**src/rtl/rca_config_unit_if.sv**
```systemverilog
// Handshake bundle between the issue stage, the RCA dispatch unit and the
// accelerator config/execute/illegal channels.
interface rca_config_unit_if #(
    parameter int SEL_W = 1,
    parameter int ID_W  = 3
);
    logic              issue_valid;
    logic              issue_ready;
    logic [31:0]       issue_instruction;
    logic [31:0]       issue_rs1;
    logic [31:0]       issue_rs2;
    logic [ID_W-1:0]   issue_id;

    logic              cfg_valid;
    logic              cfg_ready;
    logic [SEL_W-1:0]  cfg_rca_sel;
    logic [2:0]        cfg_type;
    logic [31:0]       cfg_addr;
    logic [31:0]       cfg_data;

    logic              use_valid;
    logic              use_ready;
    logic [SEL_W-1:0]  use_rca_sel;
    logic [31:0]       use_rs1;
    logic [31:0]       use_rs2;
    logic [ID_W-1:0]   use_id;

    logic              illegal_valid;
    logic [ID_W-1:0]   illegal_id;

    // Dispatch unit side: consumes issue, produces accelerator requests.
    modport slave (
        input  issue_valid, issue_instruction, issue_rs1, issue_rs2, issue_id,
        output issue_ready,
        output cfg_valid, cfg_rca_sel, cfg_type, cfg_addr, cfg_data,
        input  cfg_ready,
        output use_valid, use_rca_sel, use_rs1, use_rs2, use_id,
        input  use_ready,
        output illegal_valid, illegal_id
    );

    // Issue/accelerator side.
    modport master (
        output issue_valid, issue_instruction, issue_rs1, issue_rs2, issue_id,
        input  issue_ready,
        input  cfg_valid, cfg_rca_sel, cfg_type, cfg_addr, cfg_data,
        output cfg_ready,
        input  use_valid, use_rca_sel, use_rs1, use_rs2, use_id,
        output use_ready,
        input  illegal_valid, illegal_id
    );
endinterface

```
**src/rtl/rca_config_unit.sv**
```systemverilog
// RCA dispatch stage: buffers RCA-opcode instructions in an in-order FIFO,
// decodes the head and sends it on the config or execute channel, or flags
// it as illegal. At most one request is outstanding at any time.
//
//   state    | meaning
//   ---------+---------------------------------------------------------
//   ST_IDLE  | no request outstanding; decode FIFO head when visible
//   ST_CFG   | cfg_valid high, waiting for cfg_ready, then pop
//   ST_USE   | use_valid high, waiting for use_ready, then pop
module rca_config_unit #(
    parameter int NUM_RCAS   = 2,
    parameter int FIFO_DEPTH = 4,
    parameter int ID_W       = 3,
    localparam int SEL_W     = (NUM_RCAS > 1) ? $clog2(NUM_RCAS) : 1
) (
    input  logic             clk,
    input  logic             rst,
    rca_config_unit_if.slave bus,
    output logic             idle
);

    localparam int AW    = $clog2(FIFO_DEPTH);
    localparam int PTR_W = AW + 1;

    typedef enum logic [1:0] {ST_IDLE, ST_CFG, ST_USE} state_t;

    logic [31:0]     instr_mem_q [FIFO_DEPTH];
    logic [31:0]     rs1_mem_q   [FIFO_DEPTH];
    logic [31:0]     rs2_mem_q   [FIFO_DEPTH];
    logic [ID_W-1:0] id_mem_q    [FIFO_DEPTH];

    logic [PTR_W-1:0] wr_ptr_q, wr_ptr_d;
    logic [PTR_W-1:0] rd_ptr_q, rd_ptr_d;
    // Write pointer as seen by the read side; a new entry becomes decodable
    // one cycle after it is written.
    logic [PTR_W-1:0] wr_vis_q;

    state_t           state_q, state_d;
    logic             cfg_valid_q, cfg_valid_d;
    logic [SEL_W-1:0] cfg_sel_q, cfg_sel_d;
    logic [2:0]       cfg_type_q, cfg_type_d;
    logic [31:0]      cfg_addr_q, cfg_addr_d;
    logic [31:0]      cfg_data_q, cfg_data_d;
    logic             use_valid_q, use_valid_d;
    logic [SEL_W-1:0] use_sel_q, use_sel_d;
    logic [31:0]      use_rs1_q, use_rs1_d;
    logic [31:0]      use_rs2_q, use_rs2_d;
    logic [ID_W-1:0]  use_id_q, use_id_d;
    logic             illegal_valid_q, illegal_valid_d;
    logic [ID_W-1:0]  illegal_id_q, illegal_id_d;

    logic full, empty, head_avail, push, pop;

    logic [31:0]      head_instr, head_rs1, head_rs2;
    logic [ID_W-1:0]  head_id;
    logic [6:0]       head_opcode, head_fn7;
    logic [2:0]       head_fn3;
    logic [5:0]       fn7_hi;
    logic [SEL_W-1:0] head_sel;
    logic             sel_ok, head_legal;
    logic             unused_fields;

    assign full       = (wr_ptr_q[AW] != rd_ptr_q[AW]) &&
                        (wr_ptr_q[AW-1:0] == rd_ptr_q[AW-1:0]);
    assign empty      = (wr_ptr_q == rd_ptr_q);
    assign head_avail = (wr_vis_q != rd_ptr_q);
    assign push       = bus.issue_valid && !full;

    assign head_instr  = instr_mem_q[rd_ptr_q[AW-1:0]];
    assign head_rs1    = rs1_mem_q[rd_ptr_q[AW-1:0]];
    assign head_rs2    = rs2_mem_q[rd_ptr_q[AW-1:0]];
    assign head_id     = id_mem_q[rd_ptr_q[AW-1:0]];
    assign head_opcode = head_instr[6:0];
    assign head_fn3    = head_instr[14:12];
    assign head_fn7    = head_instr[31:25];
    assign fn7_hi      = head_fn7[5:0] >> SEL_W;
    assign head_sel    = head_fn7[SEL_W-1:0];
    assign sel_ok      = (32'(head_sel) < 32'(NUM_RCAS));
    assign head_legal  = (head_opcode == 7'b0101011) && head_fn7[6] &&
                         (fn7_hi == 6'd0) && sel_ok && (head_fn3 <= 3'b100);
    // Register/rd fields of the instruction word are not used by dispatch.
    assign unused_fields = ^{head_instr[24:15], head_instr[11:7]};

    // Instruction buffer storage; contents need no reset, pointers guard them.
    always_ff @(posedge clk) begin
        if (push) begin
            instr_mem_q[wr_ptr_q[AW-1:0]] <= bus.issue_instruction;
            rs1_mem_q[wr_ptr_q[AW-1:0]]   <= bus.issue_rs1;
            rs2_mem_q[wr_ptr_q[AW-1:0]]   <= bus.issue_rs2;
            id_mem_q[wr_ptr_q[AW-1:0]]    <= bus.issue_id;
        end
    end

    // Next-state for the dispatch FSM, its registered outputs and the pointers.
    always_comb begin
        state_d         = state_q;
        cfg_valid_d     = cfg_valid_q;
        cfg_sel_d       = cfg_sel_q;
        cfg_type_d      = cfg_type_q;
        cfg_addr_d      = cfg_addr_q;
        cfg_data_d      = cfg_data_q;
        use_valid_d     = use_valid_q;
        use_sel_d       = use_sel_q;
        use_rs1_d       = use_rs1_q;
        use_rs2_d       = use_rs2_q;
        use_id_d        = use_id_q;
        illegal_valid_d = 1'b0;
        illegal_id_d    = illegal_id_q;
        pop             = 1'b0;

        unique case (state_q)
            ST_IDLE: begin
                // The cycle after an illegal pop is a bubble so illegal
                // entries drain at the same rate as real handshakes.
                if (head_avail && !illegal_valid_q) begin
                    if (!head_legal) begin
                        illegal_valid_d = 1'b1;
                        illegal_id_d    = head_id;
                        pop             = 1'b1;
                    end else if (head_fn3 == 3'b000) begin
                        use_valid_d = 1'b1;
                        use_sel_d   = head_sel;
                        use_rs1_d   = head_rs1;
                        use_rs2_d   = head_rs2;
                        use_id_d    = head_id;
                        state_d     = ST_USE;
                    end else begin
                        cfg_valid_d = 1'b1;
                        cfg_sel_d   = head_sel;
                        cfg_type_d  = head_fn3;
                        cfg_addr_d  = head_rs2;
                        cfg_data_d  = head_rs1;
                        state_d     = ST_CFG;
                    end
                end
            end
            ST_CFG: begin
                if (bus.cfg_ready) begin
                    cfg_valid_d = 1'b0;
                    pop         = 1'b1;
                    state_d     = ST_IDLE;
                end
            end
            ST_USE: begin
                if (bus.use_ready) begin
                    use_valid_d = 1'b0;
                    pop         = 1'b1;
                    state_d     = ST_IDLE;
                end
            end
            default: state_d = ST_IDLE;
        endcase

        wr_ptr_d = wr_ptr_q + PTR_W'(push);
        rd_ptr_d = rd_ptr_q + PTR_W'(pop);
    end

    // All control state with synchronous reset; reset drops any pending request.
    always_ff @(posedge clk) begin
        if (rst) begin
            state_q         <= ST_IDLE;
            wr_ptr_q        <= '0;
            rd_ptr_q        <= '0;
            wr_vis_q        <= '0;
            cfg_valid_q     <= 1'b0;
            cfg_sel_q       <= '0;
            cfg_type_q      <= '0;
            cfg_addr_q      <= '0;
            cfg_data_q      <= '0;
            use_valid_q     <= 1'b0;
            use_sel_q       <= '0;
            use_rs1_q       <= '0;
            use_rs2_q       <= '0;
            use_id_q        <= '0;
            illegal_valid_q <= 1'b0;
            illegal_id_q    <= '0;
        end else begin
            state_q         <= state_d;
            wr_ptr_q        <= wr_ptr_d;
            rd_ptr_q        <= rd_ptr_d;
            wr_vis_q        <= wr_ptr_q;
            cfg_valid_q     <= cfg_valid_d;
            cfg_sel_q       <= cfg_sel_d;
            cfg_type_q      <= cfg_type_d;
            cfg_addr_q      <= cfg_addr_d;
            cfg_data_q      <= cfg_data_d;
            use_valid_q     <= use_valid_d;
            use_sel_q       <= use_sel_d;
            use_rs1_q       <= use_rs1_d;
            use_rs2_q       <= use_rs2_d;
            use_id_q        <= use_id_d;
            illegal_valid_q <= illegal_valid_d;
            illegal_id_q    <= illegal_id_d;
        end
    end

    assign bus.issue_ready   = !full;
    assign bus.cfg_valid     = cfg_valid_q;
    assign bus.cfg_rca_sel   = cfg_sel_q;
    assign bus.cfg_type      = cfg_type_q;
    assign bus.cfg_addr      = cfg_addr_q;
    assign bus.cfg_data      = cfg_data_q;
    assign bus.use_valid     = use_valid_q;
    assign bus.use_rca_sel   = use_sel_q;
    assign bus.use_rs1       = use_rs1_q;
    assign bus.use_rs2       = use_rs2_q;
    assign bus.use_id        = use_id_q;
    assign bus.illegal_valid = illegal_valid_q;
    assign bus.illegal_id    = illegal_id_q;
    assign idle              = empty && (state_q == ST_IDLE);

endmodule
```
**src/flat_wrapper.sv**
```systemverilog
// flat-port wrapper written by rule: the top's interface ports become plain ports
module rca_config_unit_flat 
#(
    parameter int NUM_RCAS   = 2,
    parameter int FIFO_DEPTH = 4,
    parameter int ID_W       = 3,
    localparam int SEL_W     = (NUM_RCAS > 1) ? $clog2(NUM_RCAS) : 1
)
  (clk, rst, idle, bus_issue_valid, bus_issue_instruction, bus_issue_rs1, bus_issue_rs2, bus_issue_id, bus_issue_ready, bus_cfg_valid, bus_cfg_rca_sel, bus_cfg_type, bus_cfg_addr, bus_cfg_data, bus_cfg_ready, bus_use_valid, bus_use_rca_sel, bus_use_rs1, bus_use_rs2, bus_use_id, bus_use_ready, bus_illegal_valid, bus_illegal_id);
  rca_config_unit_if #(.ID_W(ID_W)) bus_i ();
  input  logic clk;
  input  logic rst;
  output logic idle;
  input wire logic [$bits(bus_i.issue_valid)-1:0] bus_issue_valid;
  input wire logic [$bits(bus_i.issue_instruction)-1:0] bus_issue_instruction;
  input wire logic [$bits(bus_i.issue_rs1)-1:0] bus_issue_rs1;
  input wire logic [$bits(bus_i.issue_rs2)-1:0] bus_issue_rs2;
  input wire logic [$bits(bus_i.issue_id)-1:0] bus_issue_id;
  output wire logic [$bits(bus_i.issue_ready)-1:0] bus_issue_ready;
  output wire logic [$bits(bus_i.cfg_valid)-1:0] bus_cfg_valid;
  output wire logic [$bits(bus_i.cfg_rca_sel)-1:0] bus_cfg_rca_sel;
  output wire logic [$bits(bus_i.cfg_type)-1:0] bus_cfg_type;
  output wire logic [$bits(bus_i.cfg_addr)-1:0] bus_cfg_addr;
  output wire logic [$bits(bus_i.cfg_data)-1:0] bus_cfg_data;
  input wire logic [$bits(bus_i.cfg_ready)-1:0] bus_cfg_ready;
  output wire logic [$bits(bus_i.use_valid)-1:0] bus_use_valid;
  output wire logic [$bits(bus_i.use_rca_sel)-1:0] bus_use_rca_sel;
  output wire logic [$bits(bus_i.use_rs1)-1:0] bus_use_rs1;
  output wire logic [$bits(bus_i.use_rs2)-1:0] bus_use_rs2;
  output wire logic [$bits(bus_i.use_id)-1:0] bus_use_id;
  input wire logic [$bits(bus_i.use_ready)-1:0] bus_use_ready;
  output wire logic [$bits(bus_i.illegal_valid)-1:0] bus_illegal_valid;
  output wire logic [$bits(bus_i.illegal_id)-1:0] bus_illegal_id;
  assign bus_i.issue_valid = bus_issue_valid;
  assign bus_i.issue_instruction = bus_issue_instruction;
  assign bus_i.issue_rs1 = bus_issue_rs1;
  assign bus_i.issue_rs2 = bus_issue_rs2;
  assign bus_i.issue_id = bus_issue_id;
  assign bus_issue_ready = bus_i.issue_ready;
  assign bus_cfg_valid = bus_i.cfg_valid;
  assign bus_cfg_rca_sel = bus_i.cfg_rca_sel;
  assign bus_cfg_type = bus_i.cfg_type;
  assign bus_cfg_addr = bus_i.cfg_addr;
  assign bus_cfg_data = bus_i.cfg_data;
  assign bus_i.cfg_ready = bus_cfg_ready;
  assign bus_use_valid = bus_i.use_valid;
  assign bus_use_rca_sel = bus_i.use_rca_sel;
  assign bus_use_rs1 = bus_i.use_rs1;
  assign bus_use_rs2 = bus_i.use_rs2;
  assign bus_use_id = bus_i.use_id;
  assign bus_i.use_ready = bus_use_ready;
  assign bus_illegal_valid = bus_i.illegal_valid;
  assign bus_illegal_id = bus_i.illegal_id;
  rca_config_unit #(.NUM_RCAS(NUM_RCAS), .FIFO_DEPTH(FIFO_DEPTH), .ID_W(ID_W)) u_core (.clk(clk), .rst(rst), .bus(bus_i), .idle(idle));
endmodule
```
**config.mk**
```make
export PLATFORM = sky130hd
export DESIGN_NAME = rca_config_unit_flat
export DESIGN_NICKNAME = d
export VERILOG_FILES = /design/src/rtl/rca_config_unit_if.sv /design/src/rtl/rca_config_unit.sv /design/src/flat_wrapper.sv
export SDC_FILE = /design/constraint.sdc
export NUM_CORES = 1
export LEC_CHECK = 0
export CAP_MARGIN = 20
export CORE_ASPECT_RATIO = 0.75
export CORE_MARGIN = 8
export CORE_UTILIZATION = 54
export CTS_BUF_LIST = sky130_fd_sc_hd__clkbuf_16
export CTS_CLUSTER_DIAMETER = 30
export DETAILED_ROUTE_END_ITERATION = 16
export PLACE_DENSITY_LB_ADDON = 0.08
export SETUP_SLACK_MARGIN = 0.1
export SYNTH_ARGS = -nofsm -noshare
export SYNTH_HDL_FRONTEND = slang
export SYNTH_SLANG_ARGS = --single-unit
export TNS_END_PERCENT = 5
```
**constraint.sdc**
```tcl
create_clock -name clk -period 10.94 [get_ports clk]
set_clock_uncertainty 0.05 [all_clocks]
set_input_delay 2.188 -clock clk [delete_from_list [all_inputs] [get_ports clk]]
set_output_delay 2.188 -clock clk [all_outputs]
set_load 0.01 [all_outputs]
```
======== After elaboration in Yosys (flattened, before gate mapping) ========
Memory sizes are Yosys's and may differ from the RTL's. A register that Yosys moved wholly into a read port is not among the register bits.
Index checks and enable logic that the tools add are counted.
storage, ports and cells
  flip-flop bits (word level) ............. 153
  output and inout bits ................... 144
  memories kept ........................... 4
  memory bits (writable) .................. 396
  input bits .............................. 104
memories
  memory              words  width  read ports  clocked after memory_dff  write ports  line                   text
  u_core.instr_mem_q  4      32     1           1                         1            rca_config_unit.sv:27  logic [31:0] instr_mem_q [FIFO_DEPTH];
  u_core.rs1_mem_q    4      32     1           1                         1            rca_config_unit.sv:28  logic [31:0] rs1_mem_q [FIFO_DEPTH];
  u_core.rs2_mem_q    4      32     1           1                         1            rca_config_unit.sv:29  logic [31:0] rs2_mem_q [FIFO_DEPTH];
  u_core.id_mem_q     4      3      1           1                         1            rca_config_unit.sv:30  logic [ID_W-1:0] id_mem_q [FIFO_DEPTH];
cells by class
  reduce and logical (&&, ||, !) cells .... 21
  $add $sub $neg .......................... 2
  muxes and demuxes ....................... 27
  bitwise logic cells ..................... 3
  eq/ne operators ......................... 13
  $lt $le $gt $ge ......................... 1
operators by type and width
  cell                                                    number
  2-to-1 mux 2 bit                                        9
  2-to-1 mux 1 bit                                        14
  AND reduction 4 bit                                     3
  AND reduction 5 bit                                     2
  == test 7 x 6 -> 1 bit (second input constant)          1
  logical AND 1 bit                                       7
  adder 3 x 1 -> 3 bit                                    2
  zero test 6 bit                                         1
  inequality test 2 x 1 -> 1 bit (second input constant)  3
  inequality test 2 bit (second input constant)           3
  case mux 2 bit (3 select lines)                         1
  case mux 1 bit (2 select lines)                         2
  nonzero test 2 bit                                      2
  == test 3 bit                                           1
  less-or-equal comparator 3 bit (second input constant)  1
  zero test 3 bit                                         1
  inequality test 3 bit                                   1
  inverter 1 bit                                          3
  case mux 1 bit (3 select lines)                         1
  AND reduction 3 bit                                     1
  == test 2 x 1 -> 1 bit (second input constant)          1
  == test 2 bit                                           1
  == test 2 bit (second input constant)                   1
  zero test 1 bit                                         2
  3 further kinds                                         3

======== Logic depth before layout (Yosys ltp) ========
Gate-level depths: netlist of run 1.
  depth in word-level cells ............... 9
  gate-level depth with buffers ........... 12

======== Worst setup path after synthesis of run 1 ========
No wires, ideal clock.
  path type ............................... input port to flip-flop
  start ................................... input port bus_issue_valid
  end ..................................... memory u_core.id_mem_q[2][0], enable pin
  slack ................................... 1856 ps
  arrival ................................. 8387 ps
  data required time ...................... 10243 ps
  stages .................................. 2
  path through ............................ nand2_1 nor3b_1
between the ends
  cells in the longest elaborated chain, start to end .. 3
RTL lines
  item                                    line                   text
  from (decl)                             flat_wrapper.sv:14     input wire logic [$bits(bus_i.issue_valid)-1:0] bus_issue_valid;
  logical AND 1 bit                       rca_config_unit.sv:67  assign push = bus.issue_valid && !full;
  2-to-1 mux 1 bit                        rca_config_unit.sv:86  if (push) begin
  2-to-1 mux 1 bit (not written as such)  rca_config_unit.sv:90  id_mem_q[wr_ptr_q[AW-1:0]] <= bus.issue_id;
  to (decl)                               rca_config_unit.sv:30
Every way passes these cells.

======== Worst setup path in the final report of run 1 ========
  start ................................... register u_core.rd_ptr_q[0]
  end ..................................... output port idle
between the ends
  cells in the longest elaborated chain, start to end .. 2
RTL lines
  item                    line                    text
  from (decl)             rca_config_unit.sv:33   logic [PTR_W-1:0] rd_ptr_q, rd_ptr_d;
  from (signal assigned)  rca_config_unit.sv:180  rd_ptr_q <= rd_ptr_d;
  == test 3 bit           rca_config_unit.sv:65   assign empty = (wr_ptr_q == rd_ptr_q);
  logical AND 1 bit       rca_config_unit.sv:210  assign idle = empty && (state_q == ST_IDLE);
  to (decl)               flat_wrapper.sv:13      output logic idle;
Every way passes these cells.

==> summary.txt, run 1 <==
Status = finished clean
DRC = 0
Crit path DAT = 2760 ps
Largest family of logic cells by synthesized area = multiplexers
Antenna violations before repair = 5
CP Launch Type = register
CTS tree = yes
Clk pwr share = 48.0%
Reg2reg setup slack = 7590 ps
RR Endpoint = u_core.rs2_mem_q[3][29]$_DFFE_PP_
H-Tree Level Count = 3
Max Fanout on Critical Path = 44
Die Ht = 172.2 um
Mux cell area share after synthesis = 17.14%
Global Route met1 Usage = 25.76%
Yosys reg bits = 489
CP Class = reg2out
Synth Area in Compound Gates = 0.5698%
Clk slew on worst S/H paths = 60 ps
GRT busiest layer = met2
Total grt overflow = 0
Footprint of the multi-input gates = 0.004108 mm2
Most frequent cells in the layout = edfxtp_1, clkdlybuf4s50_1, dfxtp_1, nor2_1, mux2i_1
NumNets Final = 1359
Reg2Reg Depth = 6
Pin count of the biggest net entering global routing = 88
Final worst slack = 5941 ps
Post-placement setup slack = 5817 ps
Placeable Area = 0.03224 mm2
Worst reg2reg startpoint = u_core.rd_ptr_q[0]$_SDFF_PP0_
Drt first pass iters = 4
Synth Area in Simple Gates = 4.858%
Min cycle time layout = 4999 ps
GR Util met3 = 6.186%
Filler cells = 2110
Layout cells sized above 1 = 17.24%
Routed Antenna Nets = 0
Unique masters post-synth = 35
Net switching power = 1.157 mW
Ys Warns = 0
Adder-cell share of the synthesized area = 0.2849%
Die ar. = 0.03862 mm2
Logic pwr share = 9.2%
I/O pin count = 248
Hold endpoint = u_core.bus.cfg_valid$_SDFFE_PP0P_
Clock Latency Late Sink = 570 ps
Critical Path RT = 8700 ps
Clk buf depth = 3
Worst Tran Pin Value = 1072 ps
Crit. End Element = output port
Mapped Cells = 974
Fmax = 200.0 MHz
Peak VDD IR = 0.0001787 V
Initial Utilization = 54.49%
Headroom to the max-slew limit = 28.54%
Hold depth = 2
Global-route wire length before repair = 58490 um
Total setup buffers inserted after CTS = 0
Leakage = 8.751 nW
Hold_sp = u_core.bus.cfg_valid$_SDFFE_PP0P_
Period utilization = 45.70%
Antenna Cells = 0
DR iter-0 viols = 574
Mean routed wirelength per cell = 21.47 um
Vias in the first global route = 10028
DPL Wire Length = 22710 um
Setup TNS = 0 ps
Clk root buf = clkbuf_16
RSZ-0062 raised after global routing = no
Sequential Power Share = 42.8%
Most common cell after layout, fill and taps aside = edfxtp_1
Vias = 9357
Power Density = 216.1 mW/mm2
Via/cell ratio = 5.319
Clk sinks = 489
Hold Buf Count CTS = 0
Synth Net Count = 1082
Int Power = 3.789 mW
Total CTS buffers = 79
Max Cap Viol = 0
Synth Cell Area = 0.01757 mm2
Register area = 0.01316 mm2
Area Overhead vs Synth = 30.30%
Avg Cell Area, Syn = 18.04 um2
Net Sw Frac = 23.39%
I/O Buffers = 232
GP Congestion = 0.7236
Post-synthesis sequential area ratio = 74.87%
Worst hold path type = reg2reg
GRT Overall Usage = 19.77%
Fin. max-slew vios = 0
Final Hold Fails = 0
Die Span X = 224.3 um
Final wirelength = 37770 um
Std-Cell Rows = 57
Synth Area in XOR/XNOR = 0.3989%
M2 GR Usage = 31.85%
Final setup vio count = 0
Cts repair resizes = 0
-- per-stage QoR --
| stage | hold WS [ps] | cell area, um2 | cells | total power [mW] | utilization (%) |
|---|---|---|---|---|---|
| after detailed placement | 422.0 | 20250 | 1611 | 2.616 | 62.80 |
| after global routing | 460.0 | 22890 | 1759 | 5.127 | 71.01 |
| final | 428.5 | 22890 | 1759 | 4.946 | 71.01 |
| after global placement | 400.9 | 20250 | 1611 | 2.607 | 62.80 |
| after CTS | 433.5 | 22860 | 1758 | 5.009 | 70.92 |
| after floorplan | 430.5 | 17570 | 974 | 2.458 | - |
-- synth_stat cells --
cell | count | area (um2)
nor3_1 | 5 | 25.02
buf_2 | 8 | 40.04
nor4_1 | 3 | 18.77
nand2b_1 | 6 | 37.54
o21a_1 | 1 | 7.510
a211oi_1 | 1 | 7.510
xnor2_1 | 4 | 35.03
nand4_1 | 2 | 12.51
xor2_1 | 4 | 35.03
ha_1 | 4 | 50.05
o211ai_1 | 4 | 30.03
nor2_1 | 144 | 540.5
nand2_1 | 11 | 41.29
nand3_1 | 1 | 5.000
mux2i_1 | 140 | 1401
or4b_1 | 1 | 10.01
nor4b_1 | 3 | 26.28
a21oi_1 | 6 | 30.03
buf_6 | 15 | 168.9
dfxtp_1 | 153 | 3063
and3_1 | 1 | 6.260
mux2_2 | 1 | 11.26
nand3b_1 | 2 | 15.01
edfxtp_1 | 336 | 10090
nor4_2 | 1 | 12.51
buf_4 | 3 | 22.52
mux4_2 | 71 | 1599
nor3b_1 | 1 | 7.510
inv_1 | 2 | 7.510
clkbuf_1 | 24 | 90.09
o21ai_0 | 2 | 10.01
a221oi_2 | 1 | 15.01
nand4b_1 | 1 | 8.760
nor4bb_1 | 3 | 30.03
nor2b_1 | 9 | 56.30
-- how the worst max path moves through the flow --
stage,from,to,slack (ps),cells past startpoint
after floorplan,bus_issue_valid,u_core.id_mem_q[2][0]$_DFFE_PP_,1860,2
after global placement,bus_issue_valid,u_core.rs2_mem_q[1][28]$_DFFE_PP_,5860,6
after detailed placement,bus_issue_valid,u_core.rs2_mem_q[1][28]$_DFFE_PP_,5820,6
after CTS,u_core.rd_ptr_q[0]$_SDFF_PP0_,idle,5810,4
after global routing,u_core.rd_ptr_q[0]$_SDFF_PP0_,idle,5680,4
final,u_core.rd_ptr_q[0]$_SDFF_PP0_,idle,5940,4
-- registers in the layout (all words and copies together) (netlist names), 2 cells and up --
signal	flops
u_core.wr_ptr_q	3
u_core.bus.use_rs1	32
u_core.instr_mem_q	68
u_core.bus.cfg_data	32
u_core.id_mem_q	12
u_core.bus.use_id	3
u_core.bus.illegal_id	3
u_core.rd_ptr_q	3
u_core.rs1_mem_q	128
u_core.state_q	2
u_core.wr_vis_q	3
u_core.rs2_mem_q	128
u_core.bus.cfg_type	3
u_core.bus.use_rs2	32
u_core.bus.cfg_addr	32
-- power groups by stage --
stage | combinational (mW) | clock (mW) | sequential [mW]
6_report | 0.456 | 2.37 | 2.12
5_1_grt | 0.492 | 2.51 | 2.12
4_1_cts | 0.466 | 2.43 | 2.12
3_5_place_dp | 0.462 | 0 | 2.15
3_3_place_gp | 0.456 | 0 | 2.15
2_1_floorplan | 0.332 | 0 | 2.13
-- final cells by class --
class | instances | area share (%)
Tap cell | 442 | 2.416
Clock buffer | 85 | 9.293
Multi-Input combinational cell | 433 | 17.95
Clock inverter | 62 | 2.137
Inverter | 2 | 0.03280
Timing Repair Buffer | 246 | 10.68
Sequential cell | 489 | 57.49
-- per-layer routing --
| layer | vias up | share of wire (%) |
|---|---|---|
| li1 | 4300 | - |
| met1 | 4720 | 43 |
| met2 | 245 | 48 |
| met3 | 82 | 6.8 |
| met4 | 10 | 2.3 |
| met5 | - | 0.16 |
-- critical path: stages (launching register included) --
cell	delay [ps]
dfxtp_4	900
xnor2_1	210
nand2_1	80
nor4_1	370
clkdlybuf4s50_1	630
-- logic make-up (layout without fill, tap and decap cells) --
logic type | after synthesis | after routing
AO/OA/AOI/OAI | 15 | 15
XOR/XNOR | 8 | 8
adder cells (fa/ha/maj) | 4 | 4
buffers and inverters | 52 | 395
flip-flops | 489 | 489
multiplexers | 212 | 212
AND/OR/NAND/NOR | 194 | 194
(Power assumes the default switching activity.)
==> inputs of run 2 (changes only) <==
--- a/config.mk
+++ b/config.mk
@@ -8,7 +8,7 @@
 export CAP_MARGIN = 20
 export CORE_ASPECT_RATIO = 0.75
 export CORE_MARGIN = 8
-export CORE_UTILIZATION = 54
+export CORE_UTILIZATION = 49
 export CTS_BUF_LIST = sky130_fd_sc_hd__clkbuf_16
 export CTS_CLUSTER_DIAMETER = 30
 export DETAILED_ROUTE_END_ITERATION = 16
==> constraint.sdc (replaced) <==
create_clock -name clk -period 4.3 [get_ports clk]
set_clock_uncertainty 0.05 [all_clocks]
set_input_delay 0.86 -clock clk [delete_from_list [all_inputs] [get_ports clk]]
set_output_delay 0.86 -clock clk [all_outputs]
set_load 0.01 [all_outputs]
==> run 2 against run 1 <==
Against the previous run:
- via count fell by 0.78%
- sequential power rose to 2.5 times the previous value
- clock-buffer cell count is the same
- critical path depth did not move
- flip-flop and latch count is the same
- design area is 1.0% higher
==> summary.txt, run 2 (synthesized netlist as in run 1, its figures left out) <==
Status = finished clean (unchanged)
DPL Wire Length = 22960 um (was 22710 um)
Footprint of the multi-input gates = 0.004120 mm2 (was 0.004108 mm2)
Crit-path cells = xnor2_1, nand2_1, nor4_1, clkdlybuf4s50_1 (unchanged)
Vias in the first global route = 10052 (was 10028)
Die ar. = 0.04223 mm2 (was 0.03862 mm2)
Pin count of the biggest net entering global routing = 68 (was 88)
Leakage = 8.859 nW (was 8.751 nW)
Slowest cell delay on critical path = 870 ps (was 900 ps)
Via/cell ratio = 5.201 (was 5.319)
Fmax = 270.6 MHz
Antenna violations before repair = 2 (was 5)
Final setup vio count = 0 (unchanged)
DR iter-0 viols = 476 (was 574)
CTS tree = yes (unchanged)
Fin util = 65.00% (was 71.01%)
Die Span X = 234.6 um (was 224.3 um)
Area after DPL = 0.02036 mm2 (was 0.02025 mm2)
Total CTS buffers = 80 (was 79)
Max Cap Viol = 0 (unchanged)
I/O pin count = 248 (unchanged)
RSZ-0062 raised after global routing = no (unchanged)
H-Tree Level Count = 3 (unchanged)
Min cycle time layout = 3696 ps
Placeable Area = 0.03558 mm2 (was 0.03224 mm2)
CP Launch Type = register (unchanged)
Cts repair resizes = 0 (unchanged)
Max Fanout on Critical Path = 43 (was 44)
Period utilization = 85.95%
Setup TNS = 0 ps (unchanged)
Crit. End Element = output port (unchanged)
Fin. max-slew vios = 0 (unchanged)
Power Density = 560.8 mW/mm2 (was 216.1 mW/mm2)
Area Overhead vs Synth = 31.67% (was 30.30%)
Clk slew on worst S/H paths = 50 ps (was 60 ps)
Hold Buf Count CTS = 0 (unchanged)
Critical Path RT = 3390 ps (was 8700 ps)
Crit path DAT = 2790 ps (was 2760 ps)
Drt first pass iters = 4 (unchanged)
Register area = 0.01316 mm2 (unchanged)
Clk buf depth = 3 (unchanged)
CP Class = reg2out (unchanged)
Initial Utilization = 49.37% (was 54.49%)
I/O Buffers = 232 (unchanged)
Routed Antenna Nets = 0 (unchanged)
Worst hold path type = reg2reg (unchanged)
Vias = 9284 (was 9357)
Clock Latency Late Sink = 580 ps (was 570 ps)
Post-placement setup slack = 1059 ps (was 5817 ps)
Clk root buf = clkbuf_16 (unchanged)
Std-Cell Rows = 60 (was 57)
GP Congestion = 0.7295 (was 0.7236)
Layout cells sized above 1 = 16.91% (was 17.24%)
Mean routed wirelength per cell = 21.08 um (was 21.47 um)
Headroom to the max-slew limit = 36.68% (was 28.54%)
NumNets Final = 1362 (was 1359)
Final Hold Fails = 0 (unchanged)
Total setup buffers inserted after CTS = 0 (unchanged)
Filler cells = 2535 (was 2110)
Final worst slack = 604.2 ps (was 5941 ps)
DRC = 0 (unchanged)
Final Instance Area = 0.02313 mm2 (was 0.02289 mm2)
Most frequent cells in the layout = edfxtp_1, clkdlybuf4s50_1, dfxtp_1, nor2_1, mux2i_1 (unchanged)
Die Ht = 180.0 um (was 172.2 um)
Slowest cell on crit path = dfxtp_4 (unchanged)
Peak VDD IR = 0.0004308 V (was 0.0001787 V)
Most common cell after layout, fill and taps aside = edfxtp_1 (unchanged)
Final wirelength = 37630 um (was 37770 um)
GRT Overall Usage = 17.84% (was 19.77%)
Clk sinks = 489 (unchanged)
Worst Tran Pin Value = 949.8 ps (was 1072 ps)
Total grt overflow = 0 (unchanged)
Global-route wire length before repair = 58970 um (was 58490 um)
[run 2: changes by cell type in the layout (fill, tap and decap cells not counted), sizes merged]
cell      previous run  this run
bufinv               3        12
clkinvlp             8         3
inv                 27        20
clkinv              26        29
diode                0         1
buf                 15        17
[run 2: layout make-up]
| class | count | area share [%] |
|---|---|---|
| well taps | 465 | 2.515 |
| diodes | 1 | 0.01082 |
| flip-flops and latches | 489 | 56.90 |
| clock buffers | 85 | 9.196 |
| clock inverters | 62 | 2.770 |
| inverters | 2 | 0.03246 |
| multi-input cells | 433 | 17.81 |
| repair buffers | 248 | 10.76 |
[run 2: per-stage QoR]
step	power (mW)	hold slack [ps]	cells
2_1_floorplan	6.240	430.5	974
3_3_place_gp	6.653	410.4	1637
3_5_place_dp	6.664	421.5	1637
4_1_cts	13.13	429.3	1784
5_1_grt	13.44	460.7	1784
6_report	12.97	423.2	1785
[run 2: worst paths after layout]
path	end	cells after the start	startpoint	slack, ps
worst min register to register	u_core.bus.illegal_id[1]$_SDFFE_PP0P_	2	u_core.bus.illegal_id[1]$_SDFFE_PP0P_	420
worst max register to register	u_core.rd_ptr_q[2]$_SDFF_PP0_	10	u_core.rd_ptr_q[0]$_SDFF_PP0_	1130
worst max-delay path	idle	4	u_core.rd_ptr_q[0]$_SDFF_PP0_	600
worst min-delay path	u_core.bus.illegal_id[1]$_SDFFE_PP0P_	2	u_core.bus.illegal_id[1]$_SDFFE_PP0P_	420
[run 2: power breakdown]
part / switching, mW / internal [mW]
Combinational: 0.551 / 0.585
Clock: 2.14 / 4.29
Sequential: 0.153 / 5.25
[run 2: per-layer routing]
layer / GRT usage [%] / share of wire (%) / up-vias
li1: - / - / 4303
met1: 22.98 / 45 / 4693
met2: 28.48 / 47 / 208
met3: 6.021 / 5.8 / 76
met4: 5.546 / 2.0 / 4
met5: 0 / 0.056 / -
[run 2: worst max-delay path: cells and delay by family, from the launching register on]
kind                      cells  cell delay (ps)
and+or+nand+nor               2              470
buffers and inverters         1              630
xor gates and xnor gates      1              210
DFF                           1              870
==> inputs of run 3 (changes only) <==
--- a/config.mk
+++ b/config.mk
@@ -13,6 +13,7 @@
 export CTS_CLUSTER_DIAMETER = 30
 export DETAILED_ROUTE_END_ITERATION = 16
 export PLACE_DENSITY_LB_ADDON = 0.08
+export RECOVER_POWER = 25
 export SETUP_SLACK_MARGIN = 0.1
 export SYNTH_ARGS = -nofsm -noshare
 export SYNTH_HDL_FRONTEND = slang
==> run 3 against run 2 <==
Against the previous run:
- routed wire length hardly changed
- power hardly changed
- design area stayed put
- sequential share of layout area stayed put
- hold slack worse by 2.3 ps
- critical path type unchanged
- highest routed layer unchanged
==> summary.txt, run 3 (synthesized netlist as in run 1, its figures left out) <==
Crit. End Element = output port (unchanged)
Die Span X = 234.6 um (unchanged)
CP Launch Type = register (unchanged)
Max Cap Viol = 0 (unchanged)
Leakage = 8.876 nW (was 8.859 nW)
Power Density = 560.5 mW/mm2 (was 560.8 mW/mm2)
Clock Latency Late Sink = 580 ps (about the same)
Max Fanout on Critical Path = 43 (unchanged)
DRC = 0 (unchanged)
Cts repair resizes = 0 (unchanged)
I/O Buffers = 232 (unchanged)
Die Ht = 180.0 um (unchanged)
Crit-path cells = xnor2_1, nand2_1, nor4_1, clkdlybuf4s50_1 (unchanged)
Pin count of the biggest net entering global routing = 68 (unchanged)
DPL Wire Length = 22960 um (unchanged)
WP buf/inv = 1 (unchanged)
Area Overhead vs Synth = 31.67% (unchanged)
Final Instance Area = 0.02313 mm2 (unchanged)
Period utilization = 85.92% (was 85.95%)
I/O pin count = 248 (unchanged)
Antenna violations before repair = 9 (was 2)
NumNets Final = 1362 (unchanged)
Final wirelength = 37660 um (was 37630 um)
Final Hold Fails = 0 (unchanged)
Final setup vio count = 0 (unchanged)
Vias in the first global route = 10052 (unchanged)
CP Class = reg2out (unchanged)
Min cycle time layout = 3695 ps (was 3696 ps)
Placeable Area = 0.03558 mm2 (unchanged)
Total CTS buffers = 80 (unchanged)
Mean routed wirelength per cell = 21.10 um (was 21.08 um)
Worst hold path type = reg2reg (unchanged)
GP Congestion = 0.7295 (unchanged)
Initial Utilization = 49.37% (unchanged)
Setup TNS = 0 ps (unchanged)
Slowest cell delay on critical path = 870 ps (about the same)
GRT Overall Usage = 17.84% (unchanged)
Most frequent cells in the layout = edfxtp_1, clkdlybuf4s50_1, dfxtp_1, nor2_1, mux2i_1 (unchanged)
Register area = 0.01316 mm2 (unchanged)
Slowest cell on crit path = dfxtp_4 (unchanged)
Via/cell ratio = 5.222 (was 5.201)
Area after DPL = 0.02036 mm2 (unchanged)
RSZ-0062 raised after global routing = no (unchanged)
H-Tree Level Count = 3 (unchanged)
Clk slew on worst S/H paths = 50 ps (about the same)
DR iter-0 viols = 490 (was 476)
Clk buf depth = 3 (unchanged)
Total grt overflow = 0 (unchanged)
Critical Path RT = 3390 ps (about the same)
Clk sinks = 489 (unchanged)
Most common cell after layout, fill and taps aside = edfxtp_1 (unchanged)
Footprint of the multi-input gates = 0.004120 mm2 (unchanged)
Headroom to the max-slew limit = 36.82% (was 36.68%)
GR Util met3 = 6.021% (unchanged)
Final worst slack = 605.3 ps (was 604.2 ps)
Post-placement setup slack = 1059 ps (unchanged)
Filler cells = 2536 (was 2535)
Fmax = 270.7 MHz (was 270.6 MHz)
Fin. max-slew vios = 0 (unchanged)
Crit path DAT = 2780 ps (was 2790 ps)
Clk root buf = clkbuf_16 (unchanged)
Total setup buffers inserted after CTS = 0 (unchanged)
M2 GR Usage = 28.48% (unchanged)
Routed Antenna Nets = 0 (unchanged)
Vias = 9321 (was 9284)
Global-route wire length before repair = 58970 um (unchanged)
Cell family with most CP delay = flip-flops (unchanged)
Global Route met1 Usage = 22.98% (unchanged)
GRT busiest layer = met2 (unchanged)
Drt first pass iters = 4 (unchanged)
Die ar. = 0.04223 mm2 (unchanged)
Layout cells sized above 1 = 16.91% (unchanged)
Hold Buf Count CTS = 0 (unchanged)
Std-Cell Rows = 60 (unchanged)
Worst Tran Pin Value = 947.8 ps (was 949.8 ps)
Peak VDD IR = 0.0004310 V (was 0.0004308 V)
Status = finished clean (unchanged)
CTS tree = yes (unchanged)
run 3: final timing paths:
path	start	to	slack (ps)	depth (start not counted)
worst min register to register	u_core.bus.illegal_id[1]$_SDFFE_PP0P_	u_core.bus.illegal_id[1]$_SDFFE_PP0P_	420	2
worst max register to register	u_core.rd_ptr_q[0]$_SDFF_PP0_	u_core.rd_ptr_q[2]$_SDFF_PP0_	1130	10
worst min-delay path	u_core.bus.illegal_id[1]$_SDFFE_PP0P_	u_core.bus.illegal_id[1]$_SDFFE_PP0P_	420	2
worst max-delay path	u_core.rd_ptr_q[0]$_SDFF_PP0_	idle	610	4
run 3: per-stage QoR:
stage | util (%) | power (mW) | std cells | hold slack (ps)
final | 65.00 | 12.96 | 1785 | 420.9
after global routing | 65.00 | 13.43 | 1785 | 460.7
after CTS | 64.99 | 13.13 | 1784 | 429.3
after detailed placement | 57.22 | 6.664 | 1637 | 421.5
after global placement | 57.22 | 6.653 | 1637 | 410.4
after floorplan | - | 6.240 | 974 | 430.5
run 3: where the power goes:
group	switching [mW]	total, mW	internal [mW]
logic	0.552	1.13	0.574
clock network	2.14	6.44	4.29
registers	0.153	5.40	5.25
total	2.85	13.0	10.1
run 3: cell type report:
cell class / count / share of cell area [%]
timing repair buffer: 248 / 10.76
clock inverter: 62 / 2.770
tap: 465 / 2.515
sequential: 489 / 56.90
antenna: 1 / 0.01082
inverter: 2 / 0.03246
multi-input combinational: 433 / 17.81
clock buffer: 85 / 9.196
run 3: metal layers:
layer | vias to the layer above | routed length [um]
li1 | 4305 | -
met1 | 4696 | 16760
met2 | 222 | 17850
met3 | 84 | 2240
met4 | 14 | 728
met5 | - | 80
run 3: worst register-to-register path, cell delays in order, from the launching register on:
cell and delay, ps:
dfxtp_4 870, mux4_2 670, o21a_1 220, inv_1 70
o21ai_0 80, nand2_1 260, o211ai_1 170, ha_1 230
ha_1 210, xnor2_1 140, nor2_1 50
